<file path="src/rtl/apex7_watch_seq.sv">
`default_nettype none
// ============================================================================
//  Module      : apex7_watch_seq
//  Description : Clocked watch/channel controller. Counts WATCH cycles (bull),
//                counts qualified per-channel faults (star), and reports
//                MATCH/LIMIT events over a valid/ready port. Keeps sticky
//                event flags and a per-channel hit map (pluto).
//  Revision    : 1.0 - initial release
// ============================================================================
module apex7_watch_seq #(
    parameter int BULL_W     = 7,
    parameter int BULL_MATCH = 83,
    parameter int STAR_W     = 4,
    parameter int STAR_MAX   = 15,
    parameter int NCH        = 6,
    parameter int SEL_W      = 3
) (
    input  logic              clk,
    input  logic              rst_n,
    input  logic              iclr,
    input  logic              owl_n,
    input  logic              watch,
    input  logic              fbi,
    input  logic [SEL_W-1:0]  ibt,
    input  logic [NCH-1:0]    cat,
    input  logic              rpt_ready,
    output logic              rpt_valid,
    output logic [1:0]        rpt_code,
    output logic [SEL_W-1:0]  rpt_ch,
    output logic [BULL_W-1:0] bull,
    output logic [STAR_W-1:0] star,
    output logic [NCH-1:0]    pluto,
    output logic              marssr,
    output logic              lsd,
    output logic              verr_f,
    output logic              end_flag
);

    typedef enum logic [1:0] {
        ST_IDLE   = 2'd0,
        ST_RUN    = 2'd1,
        ST_REPORT = 2'd2,
        ST_HALT   = 2'd3
    } state_t;

    localparam logic [BULL_W:0] c_bull_match = (BULL_W+1)'(BULL_MATCH);
    localparam logic [STAR_W:0] c_star_max   = (STAR_W+1)'(STAR_MAX);
    localparam logic [SEL_W:0]  c_nch        = (SEL_W+1)'(NCH);
    localparam logic [1:0]      c_code_match = 2'b01;
    localparam logic [1:0]      c_code_limit = 2'b10;

    state_t            r_state;
    logic              r_rpt_valid;
    logic [1:0]        r_rpt_code;
    logic [SEL_W-1:0]  r_rpt_ch;
    logic [BULL_W-1:0] r_bull;
    logic [STAR_W-1:0] r_star;
    logic [NCH-1:0]    r_pluto;
    logic              r_marssr;
    logic              r_lsd;
    logic              r_verr_f;
    logic              r_end;

    logic              w_sel_ok;
    logic              w_cat_sel;
    logic              w_fault;
    logic              w_match;
    logic              w_limit;
    logic [BULL_W:0]   w_bull_nx;
    logic [STAR_W:0]   w_star_nx;
    logic [NCH-1:0]    w_pluto_set;

    // Channel qualification and event detection for the current RUN cycle
    always_comb begin
        w_sel_ok  = ({1'b0, ibt} < c_nch);
        // Out-of-range selects read as "healthy" so they can never fault
        w_cat_sel = 1'b1;
        for (int k = 0; k < NCH; k++) begin
            if (ibt == SEL_W'(k)) begin
                w_cat_sel = cat[k];
            end
        end
        w_bull_nx = {1'b0, r_bull} + 1'b1;
        w_star_nx = {1'b0, r_star} + 1'b1;
        w_fault   = watch & fbi & w_sel_ok & ~w_cat_sel;
        w_match   = watch & (w_bull_nx == c_bull_match);
        w_limit   = w_fault & (w_star_nx == c_star_max);
    end

    // One-hot of the latched report channel; illegal channels map to nothing
    always_comb begin
        w_pluto_set = '0;
        for (int k = 0; k < NCH; k++) begin
            if (r_rpt_ch == SEL_W'(k)) begin
                w_pluto_set[k] = 1'b1;
            end
        end
    end

    // Controller FSM with all outputs registered
    always_ff @(posedge clk or negedge rst_n) begin
        if (!rst_n) begin
            r_state     <= ST_IDLE;
            r_rpt_valid <= 1'b0;
            r_rpt_code  <= 2'b00;
            r_rpt_ch    <= '0;
            r_bull      <= '0;
            r_star      <= '0;
            r_pluto     <= '0;
            r_marssr    <= 1'b0;
            r_lsd       <= 1'b0;
            r_verr_f    <= 1'b0;
            r_end       <= 1'b0;
        end else if (iclr) begin
            r_state     <= ST_IDLE;
            r_rpt_valid <= 1'b0;
            r_rpt_code  <= 2'b00;
            r_rpt_ch    <= '0;
            r_bull      <= '0;
            r_star      <= '0;
            r_pluto     <= '0;
            r_marssr    <= 1'b0;
            r_lsd       <= 1'b0;
            r_verr_f    <= 1'b0;
            r_end       <= 1'b0;
        end else if (r_state == ST_HALT) begin
            // Terminal until cleared: hold everything, END stays asserted
            r_end <= 1'b1;
        end else if (!owl_n) begin
            // Quiesce: drop any pending report, keep sticky flags and hit map
            r_state     <= ST_IDLE;
            r_rpt_valid <= 1'b0;
            r_rpt_code  <= 2'b00;
            r_rpt_ch    <= '0;
            r_bull      <= '0;
            r_star      <= '0;
            r_verr_f    <= 1'b0;
            r_end       <= 1'b0;
        end else begin
            case (r_state)
                ST_IDLE: begin
                    r_verr_f <= 1'b0;
                    if (watch) begin
                        r_state <= ST_RUN;
                        r_bull  <= w_bull_nx[BULL_W-1:0];
                    end
                end
                ST_RUN: begin
                    r_verr_f <= watch & ~w_sel_ok;
                    if (!watch) begin
                        r_state <= ST_IDLE;
                    end else begin
                        r_bull <= w_bull_nx[BULL_W-1:0];
                        if (w_fault) begin
                            r_star <= w_star_nx[STAR_W-1:0];
                        end
                        if (w_match || w_limit) begin
                            r_state     <= ST_REPORT;
                            r_rpt_valid <= 1'b1;
                            // LIMIT dominates the code when both fire together
                            r_rpt_code  <= w_limit ? c_code_limit : c_code_match;
                            r_rpt_ch    <= ibt;
                            if (w_match) begin
                                r_marssr <= 1'b1;
                            end
                            if (w_limit) begin
                                r_lsd <= 1'b1;
                            end
                        end
                    end
                end
                ST_REPORT: begin
                    r_verr_f <= 1'b0;
                    if (rpt_ready) begin
                        r_rpt_valid <= 1'b0;
                        r_rpt_code  <= 2'b00;
                        r_pluto     <= r_pluto | w_pluto_set;
                        if (r_rpt_code == c_code_limit) begin
                            r_state <= ST_HALT;
                            r_end   <= 1'b1;
                        end else begin
                            r_state <= ST_IDLE;
                            r_bull  <= '0;
                        end
                    end
                end
                default: begin
                    r_state <= ST_HALT;
                end
            endcase
        end
    end

    assign rpt_valid = r_rpt_valid;
    assign rpt_code  = r_rpt_code;
    assign rpt_ch    = r_rpt_ch;
    assign bull      = r_bull;
    assign star      = r_star;
    assign pluto     = r_pluto;
    assign marssr    = r_marssr;
    assign lsd       = r_lsd;
    assign verr_f    = r_verr_f;
    assign end_flag  = r_end;

endmodule
`default_nettype wire
</file>
<file path="config.mk">
export PLATFORM = sky130hd
export DESIGN_NAME = apex7_watch_seq
export DESIGN_NICKNAME = d
export VERILOG_FILES = /design/src/rtl/apex7_watch_seq.sv
export SDC_FILE = /design/constraint.sdc
export NUM_CORES = 1
export LEC_CHECK = 0
export ABC_AREA = 1
export CAP_MARGIN = 20
export CORE_MARGIN = 5
export CORE_UTILIZATION = 50
export CTS_CLUSTER_DIAMETER = 120
export DETAILED_ROUTE_END_ITERATION = 6
export GPL_TIMING_DRIVEN = 0
export PLACE_DENSITY = 0.77
export SETUP_SLACK_MARGIN = 0.02
export SLEW_MARGIN = 20
export SYNTH_ARGS = -nofsm -noshare
export SYNTH_HDL_FRONTEND = slang
export SYNTH_SLANG_ARGS = --single-unit
</file>
<file path="constraint.sdc">
create_clock -name clk -period 2.1 [get_ports clk]
set_clock_uncertainty 0.2 [all_clocks]
set_input_delay 0.42 -clock clk [delete_from_list [all_inputs] [get_ports clk]]
set_output_delay 0.42 -clock clk [all_outputs]
set_load 0.03 [all_outputs]
</file>
=== Word-level counts from Yosys, hierarchy flattened ===
Index checks and enable logic that the tools add are counted.

* Add/sub/neg operators: 2
* Order comparisons: 1
* Equal/unequal tests: 34
* Multiplexer cells: 84
* Bitwise operators: 9
* Reductions and logical operators: 24

{| class="wikitable"
|+ Operators by type and width
! cell !! count
|-
| 7-bit 2-to-1 mux || 6
|-
| 1-bit 2-to-1 mux || 41
|-
| 2-bit 2-to-1 mux || 15
|-
| 6-bit 2-to-1 mux || 5
|-
| 4-bit 2-to-1 mux || 6
|-
| 4-bit != test, second input constant || 5
|-
| 3-bit 2-to-1 mux || 6
|-
| 4-bit by 2-bit != test with 1-bit output, second input constant || 4
|-
| 4-bit AND reduction || 4
|-
| 2-bit nonzero test || 8
|-
| 7-bit one-hot mux with 2 select lines || 1
|-
| 3-bit by 2-bit equality test with 1-bit output, second input constant || 4
|-
| 3-bit equality test, second input constant || 4
|-
| 3-bit by 2-bit != test with 1-bit output, second input constant || 4
|-
| 4-bit by 3-bit != test with 1-bit output, second input constant || 3
|-
| 6-bit AND reduction || 2
|-
| 5-bit AND reduction || 2
|-
| 7-bit by 1-bit adder with 8-bit output, second input constant || 1
|-
| 8-bit by 7-bit equality test with 1-bit output, second input constant || 1
|-
| 1-bit AND || 6
|-
| 2-bit equality test, second input constant || 3
|-
| 3-bit by 1-bit equality test with 1-bit output, second input constant || 2
|-
| 3-bit logical NOT || 2
|-
| 6-bit bitwise OR || 1
|-
| 15 further kinds || 18
|}

* Bits in registers: 29
* Bits of input ports: 16
* Output and inout bits: 27
* Logic and storage cells: 165

=== Longest topological paths before layout ===
* Depth after elaboration: 17
* Depth in mapped cells: 12
* Mapped depth without buffers: 12

=== Worst setup path before layout ===
Ideal clock, no wire load.

* Kind: flip-flop to flip-flop
* From: reg r_bull[1] (netlist: bull[1])
* To: reg r_rpt_ch[1] (netlist: rpt_ch[1])
* Setup time: 0.119 ns
* Arrival: 1.664 ns
* Data required time: 1.781 ns
* Path slack: 0.117 ns
* Cell stages (with the launch flop): 11
* Path buffers: 0
* Period minus slack after synthesis: 1.983 ns
* Cells stage by stage: dfrtp_1 ha_1 nand2_2 nor2_1 nand2_1 xor2_1 nand3_2 nand3_2 nand2_4 nand2_1 o21ai_2

* Word-level cells in the longest chain between the ends: 6

{| class="wikitable"
|+ RTL lines
! element !! line !! source
|-
| start: declaration || 56 || <nowiki>logic [BULL_W-1:0] r_bull;</nowiki>
|-
| start signal: assignment || 145 || <nowiki>r_bull <= w_bull_nx[BULL_W-1:0];</nowiki>
|-
| start signal: assignment || 153 || <nowiki>r_bull <= w_bull_nx[BULL_W-1:0];</nowiki>
|-
| 7-bit by 1-bit adder with 8-bit output || 83 || <nowiki>w_bull_nx = {1'b0, r_bull} + 1'b1;</nowiki>
|-
| 8-bit by 7-bit equality test with 1-bit output || 86 || <nowiki>w_match = watch & (w_bull_nx == c_bull_match);</nowiki>
|-
| 1-bit AND || 86 ||
|-
| 1-bit logical OR || 157 || <nowiki>if (w_match || w_limit) begin</nowiki>
|-
| 3-bit by 2-bit != test with 1-bit output (no line) || - ||
|-
| 4-bit AND reduction (no line) || - ||
|-
| end signal: assignment || 162 || <nowiki>r_rpt_ch <= ibt;</nowiki>
|-
| end: declaration || 55 || <nowiki>logic [SEL_W-1:0] r_rpt_ch;</nowiki>
|}

Every way passes these cells.
A chain may end at the register's enable or synchronous reset.

=== Worst setup path in the final report ===
* From: reg r_bull[5] (netlist: bull[5])
* To: out bull[5]

{| class="wikitable"
|+ RTL lines
! element !! line !! source
|-
| end: declaration || 30 || <nowiki>output logic [BULL_W-1:0] bull,</nowiki>
|}

No word-level cell between the ends.

==> out/summary.txt <==
Status: finished, final reports clean
Arr. time, crit path: 1.39 ns
Design area: 2527 um^2
Worst hold path type: flop to flop
Max VDD drop: 418.4 uV
Final period utilization: 95.52%
First-pass GRT wire length: 6865 um
Antenna violations before repair: 0
Chain of cells forming the critical path: clkdlybuf4s50_1
TritonRoute pass-1 iters: 4
GRT Overall Usage: 17.11%
Fin. max-slew vios: 0
Final worst slack: 0.09411 ns
Flops & latches, synth: 29
Worst-path clk slew: 0.07 ns
Leakage: 1.214 nW
Power per cell area: 617.1 nW/um^2
Seq/Total Area, Yosys: 39.73%
Vias in the first global route: 1581
Final Power: 1.560 mW
Clock Latency Late Sink: 0.28 ns
DR vias/cell: 5.082
Syn Nets: 253
TritonCTS clock tree: built
Ant diodes: 0
Place WS: -0.1838 ns
Synth Flop Type: dfrtp_1
Worst setup EP type: primary output
Final Hold Fails: 0
Slew margin rel.: 57.29%
Final instance count without filler cells: 328
Max Cap Violations: 0
Number of library cell types mapped by synthesis: 31
DIE WIDTH: 70.45 um
Full die area: 4963 um^2
Total grt overflow: 0
Routed Antenna Nets: 0
Largest family of logic cells by synthesized area: simple AND/OR/NAND/NOR gates
Complex-gate fraction of the synthesized area: 12.60%
Ys async rst share: 100.0%
Area share of and/or/nand/nor cells after synthesis: 32.60%
GR met1 Demand/Resource: 21.54%
PortBufs: 42
Placeable Area: 3606 um^2
Layout cells sized above 1: 18.21%
Final setup TNS: 0 ns
WP buf/inv: 1
Syn Inst Count: 228
Critical Path Max Stage Delay: 0.69 ns
Adder-Cell Fraction of Synth Area: 6.164%
Nets: 304
Yosys warnings: 0
Gr busiest metal: met2
Met3 usage: 4.460%
Multiplexer area fraction after synthesis: 0%
Final setup vio count: 0
Slowest-stage cell, CP: clkdlybuf4s50_1
Routed wire length: 4157 um
Root buffer cell: clkbuf_8
Layout Utilization: 70.09%
Initial core utilization: 50.66%
Final Wtd Congestion: 0.8785
Via Count: 1667
F_max: 0.4985 GHz
CP startpoint kind: flop
Row count: 22
Crit Path Max Fanout: 5
Fin crit period: 2.006 ns
IO Count: 43
Drt drc: 0
Area occupied by multi-input gates: 1012 um^2
Mapped cell area: 1827 um^2
Worst hold slack: 0.2805 ns
Slew @ Worst Pin: 0.6406 ns
Max clock buf depth: 2
Worst path required time: 1.48 ns
CP Class: flop to primary output
Crit path max-delay family: buffers and inverters
Register area: 726.9 um^2
Fill cell count: 295
Xor and xnor area share after synthesis: 0.9589%
Post-synth EDFFs: 0
Cells after DPL: 318
Detailed Place HPWL: 3011 um
DRT iter0 DRCs: 103
Detailed-route wire length per cell: 12.67 um
Sinks on Clock Net: 29
Syn Area/Cell: 8.012 um^2
Cell Area, Placed: 2302 um^2
RSZ-0062 raised after global routing: true
M2 GR Usage: 27.34%
Largest net degree at the start of global routing: 30
H-tree levels: 2
Area growth syn-to-layout: 38.36%
Clock buffer count from CTS: 5
Die extent in y: 70.45 um
[registers in the layout (all words and copies together) (netlist names), 2 cells and up]
signal    flops
bull          7
pluto         6
r_state       2
rpt_ch        3
rpt_code      2
star          4
[Yosys cell counts, types with 4 or more instances]
cell,count,share of area [%]
a21oi_1,7,1.9
dfrtp_1,29,40
ha_1,9,6.2
inv_1,30,6.2
inv_2,5,1.0
nand2_1,56,12
nand2_2,5,1.7
nand3_1,14,3.8
nand4_1,9,3.1
nor2_1,15,3.1
o21ai_1,9,2.5
o22ai_2,4,2.7
[cells by family (layout without fill, tap and decap cells)]
| kind of cell | Yosys count | count (layout) |
|---|---|---|
| buffers and inverters | 37 | 89 |
| xor gates and xnor gates | 2 | 2 |
| AOI/OAI and AO/OA | 33 | 33 |
| adders and majority gates | 9 | 9 |
| DFF | 29 | 29 |
| and+or+nand+nor | 118 | 118 |
[layout make-up]
type	count	share of cell area, %
plain buffers	1	0.2970
clock buffers	5	2.723
clock inverters	3	2.574
inverters	36	5.545
multi-input cells	162	40.05
flip-flops and latches	29	28.76
well taps	48	2.376
repair buffers	44	17.67
[cell usage in the layout (no fill, tap or decap), drive strengths merged, types with 3 or more instances in the layout]
cell type and n:
clkdlybuf4s50 34, nor2 19, inv 36, nor3 5, buf 3, o21ai 14
clkbuf 5, dlymetal6s2s 6, nand4 11, dfrtp 29, o22ai 4, nand3 17
a21oi 9, ha 9, a31oi 3, nand2 63
[repair_timing]
item | in CTS | in global routing
pin swaps | 0 | 4
buffers inserted | 0 | 1
setup endpoints to repair | 1 | 17
hold buffers | 1 | 0
resized for setup | 1 | 16
hold endpoints to repair | 29 | 0
[power breakdown]
group / switching [mW] / internal (mW) / leakage [nW]
Sequential: 0.0234 / 0.580 / 0.396
Combinational: 0.164 / 0.105 / 0.750
Clock: 0.217 / 0.471 / 0.0681
Total: 0.404 / 1.16 / 1.21
[per-layer routing]
metal,share of wire (%),vias to the layer above,wire length [um]
li1,-,856,-
met1,43,740,1790
met2,48,60,2004
met3,6.7,11,278
met4,2.0,0,83
met5,0,-,0
[final timing paths]
check	startpoint	endpoint	slack [ns]	cells after the start
max	bull[5]$_DFFE_PN0P_	bull[5]	0.09	1
min	rpt_valid$_DFFE_PN0P_	rpt_valid$_DFFE_PN0P_	0.28	2
max reg2reg	r_state[0]$_DFFE_PN0P_	bull[1]$_DFFE_PN0P_	0.12	10
min reg2reg	rpt_valid$_DFFE_PN0P_	rpt_valid$_DFFE_PN0P_	0.28	2
max in group asynchronous	rst_n	bull[1]$_DFFE_PN0P_	0.75	2
min in group asynchronous	rst_n	bull[4]$_DFFE_PN0P_	0.49	2
(Power assumes the default switching activity.)
